<file path="config.mk">
export PLATFORM = sky130hd
export DESIGN_NAME = char_line_fetch
export DESIGN_NICKNAME = d
export VERILOG_FILES = /design/src/rtl/char_line_fetch_pkg.sv /design/src/rtl/char_line_fetch_line_buf.sv /design/src/rtl/char_line_fetch.sv
export SDC_FILE = /design/constraint.sdc
export NUM_CORES = 2
export LEC_CHECK = 0
export BUFFER_PORTS_ARGS = -buffer_cell sky130_fd_sc_hd__buf_2
export CORE_UTILIZATION = 55
export CTS_BUF_LIST = sky130_fd_sc_hd__clkbuf_16
export CTS_CLUSTER_SIZE = 20
export DETAILED_ROUTE_END_ITERATION = 10
export PLACE_DENSITY = 0.73
export SLEW_MARGIN = 20
export SYNTH_ARGS = -nofsm -noshare
export SYNTH_HDL_FRONTEND = slang
export SYNTH_SLANG_ARGS = --single-unit
</file>
<file path="constraint.sdc">
create_clock -name clk -period 2.2 [get_ports clk]
set_input_delay 0.11 -clock clk [delete_from_list [all_inputs] [get_ports clk]]
set_output_delay 0.11 -clock clk [all_outputs]
set_load 0.02 [all_outputs]
</file>
<file path="src/rtl/char_line_fetch_pkg.sv">
// Shared geometry constants and types for the text-mode line prefetcher.
package char_line_fetch_pkg;

    localparam int TXT_COLS = 128;
    localparam int TXT_ROWS = 75;
    localparam int CHAR_H   = 8;
    localparam int ACTIVE_H = 600;

    typedef enum logic [1:0] {
        IDLE  = 2'd0,
        FETCH = 2'd1,
        DRAIN = 2'd2
    } fetch_state_t;

    typedef logic [6:0] col_t;
    typedef logic [6:0] row_t;

    function automatic logic [14:0] row_offset(input row_t row);
        return {1'b0, row, 7'b000_0000};
    endfunction

endpackage

</file>
<file path="src/rtl/char_line_fetch_line_buf.sv">
// line_buf_2bank: 256x8 simple dual-port store, address = {bank, column}.
// Storage is not reset; only the registered read data is.
module line_buf_2bank (
    input  logic       clk,
    input  logic       rst_n,
    input  logic       we,
    input  logic [7:0] waddr,
    input  logic [7:0] wdata,
    input  logic [7:0] raddr,
    output logic [7:0] rdata
);

    logic [7:0] mem [0:255];

    // write port
    always_ff @(posedge clk) begin
        if (we) begin
            mem[waddr] <= wdata;
        end
    end

    // registered read port
    always_ff @(posedge clk) begin
        if (!rst_n) begin
            rdata <= 8'h00;
        end else begin
            rdata <= mem[raddr];
        end
    end

endmodule

</file>
<file path="src/rtl/char_line_fetch.sv">
// Double-buffered text row prefetcher from video RAM to the character PPU.
// Optional attribute fetch/store enabled by CHAR_LINE_FETCH_ATTR_EN.
module char_line_fetch
    import char_line_fetch_pkg::*;
#(
    parameter int          CORDW     = 12,
    parameter logic [14:0] TEXT_BASE = 15'h0000,
    parameter logic [14:0] ATTR_BASE = 15'h2800
) (
    input  logic                    clk,
    input  logic                    rst_n,
    input  logic                    frame,
    input  logic                    line,
    input  logic signed [CORDW-1:0] sy,
    output logic [14:0]             vid_address,
    input  logic [7:0]              vid_data,
    input  logic [6:0]              rd_col,
    output logic [7:0]              rd_char,
    output logic [7:0]              rd_attr,
    output logic                    busy,
    output logic                    overrun
);

`ifdef CHAR_LINE_FETCH_ATTR_EN
    localparam int   STEP_W  = 8;
    localparam logic ATTR_EN = 1'b1;
`else
    localparam int   STEP_W  = 7;
    localparam logic ATTR_EN = 1'b0;
`endif

    typedef logic [STEP_W-1:0] step_t;

    localparam step_t STEP_LAST = step_t'(TXT_COLS * (ATTR_EN ? 2 : 1) - 1);
    localparam logic signed [CORDW-1:0] SY_LIMIT = CORDW'(ACTIVE_H);

    // With attributes, even steps fetch chars and odd steps fetch attributes.
    function automatic col_t step_col(input step_t s);
`ifdef CHAR_LINE_FETCH_ATTR_EN
        return s[7:1];
`else
        return s[6:0];
`endif
    endfunction

    function automatic logic step_attr(input step_t s);
        return ATTR_EN & s[0];
    endfunction

    function automatic logic [14:0] fetch_addr(input row_t row, input step_t s);
        logic [14:0] base;
        base = step_attr(s) ? ATTR_BASE : TEXT_BASE;
        return base + row_offset(row) + {8'h00, step_col(s)};
    endfunction

    fetch_state_t state_r, state_next;
    step_t        step_r;
    row_t         row_r;
    logic         front_r;
    logic         wr_en_r;
    step_t        wr_step_r;

    logic in_range_s, swap_s, line_trig_s, trig_s;
    row_t sy_row_s, trig_row_s;

    assign in_range_s  = !sy[CORDW-1] && (sy < SY_LIMIT);
    assign sy_row_s    = row_t'(sy[9:3]);
    assign swap_s      = line && in_range_s && (sy[2:0] == 3'(0));
    assign line_trig_s = line && in_range_s && (sy[2:0] == 3'(CHAR_H - 1))
                         && (sy_row_s < row_t'(TXT_ROWS - 1));
    assign trig_s      = frame || line_trig_s;
    assign trig_row_s  = frame ? 7'd0 : (sy_row_s + 7'd1);

    // state register
    always_ff @(posedge clk) begin
        if (!rst_n) begin
            state_r <= IDLE;
        end else begin
            state_r <= state_next;
        end
    end

    // next-state logic
    always_comb begin
        state_next = state_r;
        case (state_r)
            IDLE: begin
                if (trig_s) state_next = FETCH;
                else        state_next = IDLE;
            end
            FETCH: begin
                if (step_r == STEP_LAST) state_next = DRAIN;
                else                     state_next = FETCH;
            end
            DRAIN:   state_next = IDLE;
            default: state_next = IDLE;
        endcase
    end

    // address generation, bank swap, error flag and write pipeline
    always_ff @(posedge clk) begin
        if (!rst_n) begin
            vid_address <= 15'h0000;
            step_r      <= '0;
            row_r       <= 7'd0;
            front_r     <= 1'b0;
            wr_en_r     <= 1'b0;
            wr_step_r   <= '0;
            busy        <= 1'b0;
            overrun     <= 1'b0;
        end else begin
            busy      <= (state_next != IDLE);
            wr_en_r   <= (state_r == FETCH);
            wr_step_r <= step_r;
            if (swap_s && !busy) begin
                front_r <= ~front_r;
            end
            if ((swap_s || trig_s) && busy) begin
                overrun <= 1'b1;
            end
            if (state_r == IDLE && trig_s) begin
                row_r       <= trig_row_s;
                step_r      <= '0;
                vid_address <= fetch_addr(trig_row_s, '0);
            end else if (state_r == FETCH && step_r != STEP_LAST) begin
                step_r      <= step_r + step_t'(1);
                vid_address <= fetch_addr(row_r, step_r + step_t'(1));
            end
        end
    end

    // Writes always land in the back half; swaps are blocked while busy.
    logic [7:0] waddr_s, raddr_s;
    assign waddr_s = {~front_r, step_col(wr_step_r)};
    assign raddr_s = {front_r, rd_col};

    line_buf_2bank u_char_buf (
        .clk   (clk),
        .rst_n (rst_n),
        .we    (wr_en_r && !step_attr(wr_step_r)),
        .waddr (waddr_s),
        .wdata (vid_data),
        .raddr (raddr_s),
        .rdata (rd_char)
    );

`ifdef CHAR_LINE_FETCH_ATTR_EN
    line_buf_2bank u_attr_buf (
        .clk   (clk),
        .rst_n (rst_n),
        .we    (wr_en_r && step_attr(wr_step_r)),
        .waddr (waddr_s),
        .wdata (vid_data),
        .raddr (raddr_s),
        .rdata (rd_attr)
    );
`else
    assign rd_attr = 8'h00;
`endif

endmodule

</file>
Yosys cells after proc, flatten, opt, wreduce, memory -nomap -nowiden
Memories as Yosys holds them, arrays and structs flattened. A register that Yosys moved wholly into a read port is not among the register bits. Index checks and enable logic that the tools add are counted.

Bits of input ports: 31. Memories: 1. Output and inout bits: 33. Bits in registers: 42. RAM bits: 2048.

Memory list: u_char_buf.mem (depth 256, width 8, rd ports 1, clocked after Yosys merged registers in 1, wr ports 1, line char_line_fetch_line_buf.sv:13) `logic [7:0] mem [0:255];`.

Bitwise operators: 2. $add $sub $neg: 3. Order comparisons: 2. Reduce and logical (&&, ||, !) cells: 19. Muxes and demuxes: 8. Eq/ne operators: 4.

Operator list (count): $mux W14 (2); $add A14 B7 Y15 (1); $add A7 B1 Y7 const B (2); $lt A12 B11 Y1 const B (1); $logic_and A1 B1 Y1 (9); $eq A7 B7 Y1 const B (1); $lt A7 B7 Y1 const B (1); $mux W7 (1); $ne A7 B7 Y1 const B (1); $pmux W2 S2 (1); $reduce_bool A2 Y1 (2); $eq A3 B3 Y1 const B (1); $logic_not A1 Y1 (3); $logic_not A3 Y1 (1); $mux W1 (3); $eq A2 B1 Y1 const B (1); $logic_not A2 Y1 (1); $logic_or A1 B1 Y1 (2); $mux W2 (1); $not A1 Y1 (2); $reduce_or A2 Y1 (1).

Depth between registers and ports, before layout
Depth after elaboration: 9. Mapped depth: 12.

Cells and area by module
From an unflattened synthesis, not the netlist that was laid out.

Cell total of the unflattened synthesis: 4175. Area total of the unflattened synthesis: 81842.2 um^2.

By module, submodules not included: line_buf_2bank (area each 80352.1 um^2, instances 1, sequential area each 61659.1 um^2, cells an instance 4025); char_line_fetch (area each 1490.2 um^2, instances 1, sequential area each 680.7 um^2, cells an instance 150).

Least setup slack after synthesis
OpenSTA, ideal clock, no wires.

Kind: reg-to-reg. From: reg wr_step_r[0]. To: mem u_char_buf.mem[237][0] (enable). Library setup time: 0.370 ns. Data arrival time: 1.737 ns. Stages on the path, launching flop included: 7. Required time: 1.830 ns. Slack: 0.092 ns. Path through: dfxtp_1 clkbuf_1 nor2b_1 clkbuf_1 nand4_1 clkbuf_1 nor2_1.

RTL lines: start, declared (line char_line_fetch.sv:61) `step_t wr_step_r;`; start signal, assigned (line char_line_fetch.sv:114) `wr_step_r <= step_r;`; end, declared (line char_line_fetch_line_buf.sv:13).

No word-level cell before the write port.

==> metrics <==
most common cell after layout, fill and taps aside edfxtp_1; Final min period 2.29 ns; vias per inst 6.51; Critical Path Sink Type flop; Worst setup SP type flop; Post-synth EDFFs approximately 2000; Overflow after GRT 0; Main synth FF type edfxtp_1; critical path class flop to flop; final wirelength 227 mm; worst reg2reg path startpoint u_char_buf.mem[110][0]; Layout area overhead 18.8%; path depth of the worst reg2reg path 7; pwr/cell area between 800 and 900 nW/µm²; die height slightly below 400 µm; # setup viols final 27; crit-path cells mux4_2, mux2i_1, buf_4, nand4_1, a32o_1, nand4b_1, o31ai_1; Worst R2R Setup Slack -0.09 ns; Hold WC Path Type primary input to flop; core area around 150000 µm²; clock skew between 0.03 and 0.04 ns; Cell Area, Synth 81800 µm²; nets@finish 5124; sequential area share after synthesis 76.2%; Mapped Cells ~4200; Inst Count DP 6800; cell row count approximately 140; CTS tree built; hold path start vid_data[7]; drc violations 0; fill count ~9300; Port Buffer Count 54; CTS buffer count a little under 200; Slew headroom ~41%; Max clock buf depth 3; clock slew at reported path FFs around 0.06 ns; initial antenna violation count 17; largest net degree at the start of global routing about 110; Mapped Avg Cell Area between 15 and 20 µm²; global-route wire length before repair roughly 320 mm; max incr delay on CP 0.49 ns; Total GRT Usage 30.2%; post-place setup slack -0.863 ns; total iterations of the first detailed-routing run 8; Finished Layout Cells around 7200; violated checks negative setup slack; H-tree levels 4; total power between 80 and 90 mW; FF-to-FF End u_char_buf.rdata[0]; ys async rst share 0%; Hold Slack approximately 0.068 ns; CP Data Required Time between 2 and 3 ns; RD Place Congestion 0.972; initial core utilization a little under three fifths; Clock Latency Late Sink ~0.84 ns; Initial DRC Count approximately 6600; RSZ-0062 raised after global routing yes; Final ANT Viol Nets 0; maximum VDD drop 0.000943 V; CTS Sinks 2090; CP Max Fanout 1; warnings from Yosys 0; Arr. time, crit path 2.99 ns; outcome finished with violations; DIE AREA ~150000 µm²; static leakage 33.0 nW; flip-flop and latch area roughly 62000 µm²; # IOs 64; commonest cells after routing, fill and taps aside 2048 x edfxtp_1, 785 x buf_4, 341 x mux2i_1; via count roughly 47000; vias in the first global route around 47000; worst slew pin tran roughly 0.88 ns; clk root buf clkbuf_16; CP max-delay cell mux4_2; max-slew violation count 0; WHS Endpoint u_char_buf.mem[200][7]; fin worst setup slack -0.0946 ns; post-detail-place hpwl between 100 and 150 mm; hold path depth 1; Die Wd slightly below 400 µm; Max-Cap Viols 0; Multi-input gate area roughly 18000 µm²; synthesis-stage register bit count between 2000 and 2500; maximum clock rate 436 MHz; routed len/inst ~32 µm; Netlist cell types between 70 and 80; endpoints failing hold 0; share of post-route cells with drive strength above 1 between 20% and 30%; crit share post-route 104%
[logic make-up (layout without fill, tap and decap cells)]
kind of cell / count (synthesis) / after routing / share of synthesized area, %
AOI/OAI and AO/OA: 479 / 479 / 4.11
xor gates and xnor gates: 10 / 10 / 0.107
adders and majority gates: 2 / 2 / 0.0306
buffers and inverters: 275 / 1304 / 2.10
DFF: 2090 / 2090 / 76.2
muxes: 694 / 694 / 13.8
other: 1 / 13 / 0.00458
and+or+nand+nor: 658 / 658 / 3.64
[sequential cells by signal, summed over array words and instances (netlist names)]
register          cells
u_char_buf.mem     2048
u_char_buf.rdata      8
row_r                 7
step_r                7
vid_address           7
wr_step_r             7
state_r               2
busy                  1
front_r               1
overrun               1
wr_en_r               1
[metrics by stage]
| step | cell area, µm² | TNS (ns) | util, % |
|---|---|---|---|
| after floorplan | 81900 | 0 | - |
| after global placement | 90500 | -4.85 | 61.3 |
| after detailed placement | 90500 | -5.97 | 61.3 |
| after CTS | 97100 | -0.0405 | 65.7 |
| after global routing | 97200 | -0.166 | 65.8 |
| final | 97200 | -0.470 | 65.8 |
[area by class of cell]
class,instances,area share [%]
Timing Repair Buffer,944,8.37
Tap cell,1930,2.48
Clock buffer,196,5.05
Inverter,8,0.0322
Sequential cell,2090,64.2
Clock inverter,156,1.34
Multi-Input combinational cell,1852,18.6
Antenna cell,4,0.0103
[cell usage after synthesis, types with 51 or more instances]
| cell | instances | area (µm²) |
|---|---|---|
| edfxtp_1 | 2048 | 61500 |
| mux2i_1 | 341 | 3410 |
| nor2_1 | 327 | 1230 |
| mux4_2 | 324 | 7300 |
| clkbuf_1 | 123 | 462 |
| nand2_1 | 101 | 379 |
| a22oi_1 | 83 | 623 |
| o22ai_1 | 82 | 513 |
| a21oi_1 | 77 | 385 |
| o221ai_1 | 73 | 639 |
| nand3_1 | 61 | 305 |
| o21ai_0 | 52 | 260 |
| buf_2 | 51 | 255 |
[metal layers]
layer | vias up | GRT usage (%) | part of all wire [%] | wire [µm]
met5 | - | 0 | 0.035 | 80
met4 | 14 | 16.7 | 6.2 | 14200
met3 | 649 | 7.15 | 11 | 25700
met2 | 3190 | 47.1 | 47 | 106000
met1 | 23800 | 39.4 | 35 | 80400
li1 | 19100 | - | - | -
[power by group]
group	internal (mW)	leakage (nW)	switching [mW]	total, mW
sequential	43.7	18.7	0.0755	43.8
clock	18.3	3.21	14.5	32.8
combinational	1.85	11.1	2.85	4.70
total	63.9	33.0	17.4	81.2
[timing repair]
action,CTS,global route
endpoints found under the hold margin,792,0
gates resized for setup,17,25
setup endpoints to repair,102,107
hold buffers,24,0
pin swaps,6,7
buffers inserted,0,0
[how the worst max path moves through the flow]
| stage | start | slack (ns) | endpoint | depth (start not counted) |
|---|---|---|---|---|
| detailed placement | rd_col[0] | -0.86 | u_char_buf.rdata[1] | 13 |
| global route | u_char_buf.mem[110][0] | -0.16 | u_char_buf.rdata[0] | 7 |
| CTS | u_char_buf.mem[110][0] | -0.04 | u_char_buf.rdata[0] | 7 |
| finish | u_char_buf.mem[110][0] | -0.09 | u_char_buf.rdata[0] | 7 |
| floorplan | wr_step_r[0] | 0.09 | u_char_buf.mem[237][0] | 6 |
| global placement | rd_col[0] | -0.82 | u_char_buf.rdata[1] | 13 |
[worst max-delay path, delay by kind of cell (launching register included)]
family | cells | cell delay [ns]
mux | 2 | 0.64
simple gates | 2 | 0.55
compound gates | 2 | 0.45
flops | 1 | 0.38
buf+inv | 1 | 0.14
Note: power is estimated with default switching activity, not from simulation.
